## src/rtl/szg_i2s2_mono_mixer_if.sv

```systemverilog
// szg_i2s2_mono_mixer_if: sample/control bundle between the I2S2 PHY
// side (master) and the mono mixer (slave).
interface szg_i2s2_mono_mixer_if #(
    parameter int DATA_WIDTH = 24,
    parameter int GAIN_WIDTH = 8
);
    logic signed [DATA_WIDTH-1:0] l_channel;
    logic signed [DATA_WIDTH-1:0] r_channel;
    logic                         in_valid;
    logic [1:0]                   mode;
    logic [GAIN_WIDTH-1:0]        gain;
    logic                         clip_clear;
    logic signed [DATA_WIDTH-1:0] data;
    logic                         out_valid;
    logic                         clip;
    logic [GAIN_WIDTH-1:0]        cur_gain;

    modport master (
        output l_channel, r_channel, in_valid,
        output mode, gain, clip_clear,
        input  data, out_valid, clip, cur_gain
    );

    modport slave (
        input  l_channel, r_channel, in_valid,
        input  mode, gain, clip_clear,
        output data, out_valid, clip, cur_gain
    );
endinterface

```

## src/rtl/szg_i2s2_mono_mixer.sv

```systemverilog
// szg_i2s2_mono_mixer: stereo-to-mono combine, ramped gain, saturation.
// Three registered stages: combine, scale, normalise/saturate.
module szg_i2s2_mono_mixer #(
    parameter int DATA_WIDTH = 24,
    parameter int GAIN_WIDTH = 8,
    parameter int RAMP_STEP  = 1
) (
    input logic clk,
    input logic reset,
    szg_i2s2_mono_mixer_if.slave bus
);
    localparam int XW = DATA_WIDTH + 1;
    localparam int PW = DATA_WIDTH + GAIN_WIDTH + 2;
    localparam int GMAX = (1 << GAIN_WIDTH) - 1;
    localparam int STEP_C = (RAMP_STEP > GMAX) ? GMAX : RAMP_STEP;
    localparam logic [GAIN_WIDTH-1:0] STEP = GAIN_WIDTH'(STEP_C);
    localparam logic signed [PW-1:0] SMAX =
        {{(PW-DATA_WIDTH+1){1'b0}}, {(DATA_WIDTH-1){1'b1}}};
    localparam logic signed [PW-1:0] SMIN =
        {{(PW-DATA_WIDTH+1){1'b1}}, {(DATA_WIDTH-1){1'b0}}};

    localparam logic [1:0] M_AVG   = 2'd0;
    localparam logic [1:0] M_LEFT  = 2'd1;
    localparam logic [1:0] M_RIGHT = 2'd2;
    localparam logic [1:0] M_SUM   = 2'd3;

    logic signed [XW-1:0] l_x;
    logic signed [XW-1:0] r_x;
    logic signed [XW-1:0] sum_x;
    logic signed [XW-1:0] comb_val;

    always_comb begin
        l_x = {bus.l_channel[DATA_WIDTH-1], bus.l_channel};
        r_x = {bus.r_channel[DATA_WIDTH-1], bus.r_channel};
        sum_x = l_x + r_x;
        comb_val = sum_x;
        unique case (1'b1)
            bus.mode == M_AVG:   comb_val = sum_x >>> 1;
            bus.mode == M_LEFT:  comb_val = l_x;
            bus.mode == M_RIGHT: comb_val = r_x;
            bus.mode == M_SUM:   comb_val = sum_x;
        endcase
    end

    logic                  s1_valid;
    logic signed [XW-1:0]  s1_val;
    logic [GAIN_WIDTH-1:0] s1_target;

    always_ff @(posedge clk) begin
        if (reset) begin
            s1_valid  <= 1'b0;
            s1_val    <= '0;
            s1_target <= '0;
        end else begin
            s1_valid <= bus.in_valid;
            if (bus.in_valid) begin
                s1_val    <= comb_val;
                s1_target <= bus.gain;
            end
        end
    end

    logic [GAIN_WIDTH-1:0] cur_gain;
    logic [GAIN_WIDTH-1:0] next_gain;
    logic signed [PW-1:0]  prod;

    // Step toward the target, landing on it exactly rather than overshooting.
    always_comb begin
        next_gain = cur_gain;
        if (s1_target > cur_gain) begin
            next_gain = (s1_target - cur_gain > STEP) ?
                        cur_gain + STEP : s1_target;
        end else if (s1_target < cur_gain) begin
            next_gain = (cur_gain - s1_target > STEP) ?
                        cur_gain - STEP : s1_target;
        end
        prod = PW'(s1_val) * PW'($signed({1'b0, cur_gain}));
    end

    logic                 s2_valid;
    logic signed [PW-1:0] s2_prod;

    always_ff @(posedge clk) begin
        if (reset) begin
            s2_valid <= 1'b0;
            s2_prod  <= '0;
            cur_gain <= '0;
        end else begin
            s2_valid <= s1_valid;
            if (s1_valid) begin
                s2_prod  <= prod;
                cur_gain <= next_gain;
            end
        end
    end

    logic signed [PW-1:0]         norm;
    logic                         hi_clamp;
    logic                         lo_clamp;
    logic signed [DATA_WIDTH-1:0] sat_val;

    always_comb begin
        norm = s2_prod >>> (GAIN_WIDTH - 1);
        hi_clamp = norm > SMAX;
        lo_clamp = norm < SMIN;
        sat_val = norm[DATA_WIDTH-1:0];
        if (hi_clamp) begin
            sat_val = SMAX[DATA_WIDTH-1:0];
        end else if (lo_clamp) begin
            sat_val = SMIN[DATA_WIDTH-1:0];
        end
    end

    logic                         out_valid_q;
    logic signed [DATA_WIDTH-1:0] data_q;
    logic                         clip_q;

    always_ff @(posedge clk) begin
        if (reset) begin
            out_valid_q <= 1'b0;
            data_q      <= '0;
            clip_q      <= 1'b0;
        end else begin
            out_valid_q <= s2_valid;
            if (s2_valid) begin
                data_q <= sat_val;
            end
            // A new clip outranks a simultaneous clear.
            if (s2_valid && (hi_clamp || lo_clamp)) begin
                clip_q <= 1'b1;
            end else if (bus.clip_clear) begin
                clip_q <= 1'b0;
            end
        end
    end

    assign bus.data      = data_q;
    assign bus.out_valid = out_valid_q;
    assign bus.clip      = clip_q;
    assign bus.cur_gain  = cur_gain;
endmodule

```

## src/flat_wrapper.sv

```systemverilog
// flat-port wrapper written by rule: the top's interface ports become plain ports
module szg_i2s2_mono_mixer_flat 
#(
    parameter int DATA_WIDTH = 24,
    parameter int GAIN_WIDTH = 8,
    parameter int RAMP_STEP  = 1
)
  (clk, reset, bus_l_channel, bus_r_channel, bus_in_valid, bus_mode, bus_gain, bus_clip_clear, bus_data, bus_out_valid, bus_clip, bus_cur_gain);
  szg_i2s2_mono_mixer_if #(.DATA_WIDTH(DATA_WIDTH), .GAIN_WIDTH(GAIN_WIDTH)) bus_i ();
  input logic clk;
  input logic reset;
  input wire logic [$bits(bus_i.l_channel)-1:0] bus_l_channel;
  input wire logic [$bits(bus_i.r_channel)-1:0] bus_r_channel;
  input wire logic [$bits(bus_i.in_valid)-1:0] bus_in_valid;
  input wire logic [$bits(bus_i.mode)-1:0] bus_mode;
  input wire logic [$bits(bus_i.gain)-1:0] bus_gain;
  input wire logic [$bits(bus_i.clip_clear)-1:0] bus_clip_clear;
  output wire logic [$bits(bus_i.data)-1:0] bus_data;
  output wire logic [$bits(bus_i.out_valid)-1:0] bus_out_valid;
  output wire logic [$bits(bus_i.clip)-1:0] bus_clip;
  output wire logic [$bits(bus_i.cur_gain)-1:0] bus_cur_gain;
  assign bus_i.l_channel = bus_l_channel;
  assign bus_i.r_channel = bus_r_channel;
  assign bus_i.in_valid = bus_in_valid;
  assign bus_i.mode = bus_mode;
  assign bus_i.gain = bus_gain;
  assign bus_i.clip_clear = bus_clip_clear;
  assign bus_data = bus_i.data;
  assign bus_out_valid = bus_i.out_valid;
  assign bus_clip = bus_i.clip;
  assign bus_cur_gain = bus_i.cur_gain;
  szg_i2s2_mono_mixer #(.DATA_WIDTH(DATA_WIDTH), .GAIN_WIDTH(GAIN_WIDTH), .RAMP_STEP(RAMP_STEP)) u_core (.clk(clk), .reset(reset), .bus(bus_i));
endmodule
```

## config.mk

```make
export PLATFORM = sky130hd
export DESIGN_NAME = szg_i2s2_mono_mixer_flat
export DESIGN_NICKNAME = d
export VERILOG_FILES = /design/src/rtl/szg_i2s2_mono_mixer_if.sv /design/src/rtl/szg_i2s2_mono_mixer.sv /design/src/flat_wrapper.sv
export SDC_FILE = /design/constraint.sdc
export NUM_CORES = 1
export LEC_CHECK = 0
export ABC_AREA = 1
export CAP_MARGIN = 0
export CORE_ASPECT_RATIO = 0.75
export CORE_MARGIN = 1
export CORE_UTILIZATION = 35
export CTS_CLUSTER_DIAMETER = 200
export DETAILED_ROUTE_END_ITERATION = 10
export GPL_TIMING_DRIVEN = 0
export PLACE_DENSITY = 0.62
export REMOVE_ABC_BUFFERS = 1
export SLEW_MARGIN = 20
export SYNTH_ARGS = -nofsm -noshare
export SYNTH_HDL_FRONTEND = slang
export SYNTH_SLANG_ARGS = --single-unit
export TNS_END_PERCENT = 1
```

## constraint.sdc

```tcl
create_clock -name clk -period 6.6 [get_ports clk]
set_input_delay 1.98 -clock clk [delete_from_list [all_inputs] [get_ports clk]]
set_output_delay 1.98 -clock clk [all_outputs]
set_load 0.01 [all_outputs]
```

==> metrics.md <==
| Metric | Value |
|---|---|
| Final ANT Viol Nets | 0 |
| HP Class | reg2reg |
| Max Slew Vio Count | 0 |
| Die W | between 200 and 250 µm |
| Root Driver | clkbuf_16 |
| Share of post-route cells with drive strength above 1 | between 2 and 3% |
| H-tree Lvls | 3 |
| Row count | between 60 and 70 |
| Period minus WS final | around 5300 ps |
| Post-synthesis sequential area ratio | approximately an eighth |
| Iter 0 DRT Violations | roughly 1,000 |
| Sw power | roughly 0.99 mW |
| Final GP Congestion | 0.997 |
| Cells after Synth | between 2,000 and 2,500 |
| CTS Buf Count | 9 |
| Reg2Reg Setup Slack | about 1300 ps |
| Total wire length | 39,300 µm |
| CP Capture Type | register |
| Skew-Pair Late Insertion Delay | 370 ps |
| Status | completed |
| Critical Path Source Type | register |
| RSZ-0062 raised after global routing | false |
| Fill cells | ~4,300 |
| Overall Global Routing Usage | between 10% and 20% |
| Synthesized cell area | between 10,000 and 15,000 µm² |
| Final Skew | roughly 14 ps |
| Antenna fix cells | 0 |
| Max-cap viol count | 0 |
| GRT Residual Overflow | 0 |
| Clock sink count | 96 |
| Post-synth EDFFs | 0 |
| Multi-input logic area | a little over 10,000 µm² |
| Worst slew pin tran | 978 ps |
| Post-CTS Setup Inserts | 0 |
| Routed WL per cell | 13.8 µm |
| Total negative slack | 0 ps |
| Clk pwr share | between 20% and 30% |
| Initial Util | roughly 36% |
| Core ar. | roughly 41,000 µm² |
| Net Sw Frac | between 40% and 50% |
| Initial antenna violation count | 0 |
| Max Root-Sink Buffers | 2 |
| Reg clk slew, reported paths | 80 ps |
| Syn Area/Cell | 6.44 µm² |
| Number of gates resized after CTS | 0 |
| 1st-pass router iterations | 6 |
| # port buffers | 95 |
| Period utilization | 80.6% |
| Commonest non-fill, non-tap cell in the layout | nand2_1 |
| Maximum VDD drop | 104 µV |
| Internal Dissipation | 1.27 mW |
| Critical Path RT | 6870 ps |
| CTS tree | built |
| Worst Setup SP | u_core.bus.cur_gain[0] |
| Final-report hold violation count | 0 |
| Die Height | between 150 and 200 µm |
| Most frequent cells in the layout | nand2_1, inv_1, fa_1 |
| Distinct cells, synth | 40 |
| Number of global-route vias before repair | 13,400 |
| Async set-reset flop share out of synthesis | 0% |
| Post-CTS Hold Buffers | 0 |
| #FFs+latches synth | 96 |
| P&R area growth vs syn | 12.0% |
| Share of total power in sequential cells | about a third |
| Hpwl dp | between 30,000 and 40,000 µm |
| Fin nets | approximately 2,600 |
| Pre-CTS setup slack | approximately 1300 ps |
| Largest net degree at the start of global routing | 43 |
| Post-route worst setup slack | between 1000 and 1500 ps |
| Ys flop type | dfxtp_1 |
| DRC violations left | 0 |
| Max FO, Critical Path | 33 |
| Register area | around 1900 µm² |
| Data arrival time of the critical path | roughly 5600 ps |
| Lkg Pwr | between 8 and 9 nW |
| DR vias/cell | just under 5 |
| I/O pins | 96 |
| First-pass GRT wire length | roughly 66,000 µm |
| Pwr dens | roughly 140 nW/µm² |
| Combinational power share | 44.5% |
| Rel. slew slack | roughly a third |
| Yosys warns | 0 |
| Worst Min Path Start | u_core.bus.data[11] |
| Fmax | 0.188 GHz |
| DR vias | approximately 14,000 |
| RR Startpoint | u_core.bus.cur_gain[0] |
| Setup CP Type | reg2reg |
| Final number of setup-violating endpoints | 0 |
| Die ar. | 42,500 µm² |
[cells in the mapped netlist (all sizes together) (16+ instances only)]
master / number / area share, %
nand3: 130 / 4.6
dfxtp: 96 / 13
a221oi: 16 / 0.96
nor3: 18 / 0.62
o21ai: 92 / 3.2
nor2: 156 / 4.3
clkbuf: 59 / 1.5
ha: 105 / 9.0
a21oi: 130 / 4.5
buf: 27 / 0.81
nand4: 27 / 1.2
nand2: 657 / 17
xnor2: 17 / 1.0
fa: 158 / 22
inv: 517 / 13
xor2: 24 / 1.4
[sequential cells by signal, indices dropped and copies added (netlist names), 8 cells and up]
signal / count
u_core.bus.cur_gain: 8
u_core.bus.data: 24
u_core.s1_target: 8
u_core.s1_val: 25
u_core.s2_prod: 27
[per-layer routing]
metal | wire length (µm) | vias to the layer above | GRT usage, %
met5 | 0 | - | 0
li1 | - | 6908 | -
met3 | 1900 | 22 | 1.89
met1 | 19500 | 6512 | 27.6
met4 | 397 | 0 | 3.76
met2 | 17400 | 295 | 31.3
[kinds of logic after synthesis]
family | Yosys count | synth area share (%)
AO/OA/AOI/OAI | 265 | 9.94
buffers and inverters | 604 | 15.7
adder cells (fa/ha/maj) | 263 | 30.7
flip-flops | 96 | 13.2
AND/OR/NAND/NOR | 995 | 28.1
XOR/XNOR | 41 | 2.46
[metrics by stage]
step	hold WS (ps)	cells	utilization (%)	total power [mW]	area (µm²)
after global placement	455	2834	38.9	1.70	15900
after detailed placement	456	2839	39.2	1.73	16000
final	465	2855	39.9	2.25	16300
after CTS	468	2855	39.9	2.27	16300
after floorplan	444	2178	-	1.40	14200
after global routing	491	2855	39.9	2.45	16300
[final timing paths]
| check | endpoint | cells after the start |
|---|---|---|
| setup / recovery | u_core.s2_prod[33] | 16 |
| hold / removal | u_core.bus.data[11] | 2 |
| setup reg to reg | u_core.s2_prod[33] | 16 |
| hold reg to reg | u_core.bus.data[11] | 2 |
[power groups by stage]
stage	Sequential, mW	Combinational (mW)	Clock (mW)
after floorplan	0.697	0.705	0
after global placement	0.739	0.965	0
after detailed placement	0.729	1.00	0
after CTS	0.716	1.01	0.546
after global routing	0.726	1.15	0.571
final	0.716	1.00	0.534
[critical path: stages (launching register included)]
cell and delay, ps:
dfxtp_2 890, nand2_1 320, fa_1 830, fa_1 600, fa_1 550, fa_1 550, inv_1 40, ha_1 360
nand2_1 120, nor3_1 250, nand2_1 120, nor2_1 190, nor2_1 80, nand3_1 70, nand2_1 40, o21ai_0 160
inv_1 50
[layout make-up]
class	instances	share of cell area [%]
clock buffer	9	1.38
sequential	96	11.8
clock inverter	7	0.459
multi-input combinational	1564	63.6
inverter	518	11.9
tap	561	4.30
timing repair buffer	100	6.51
(Power assumes the default switching activity.)
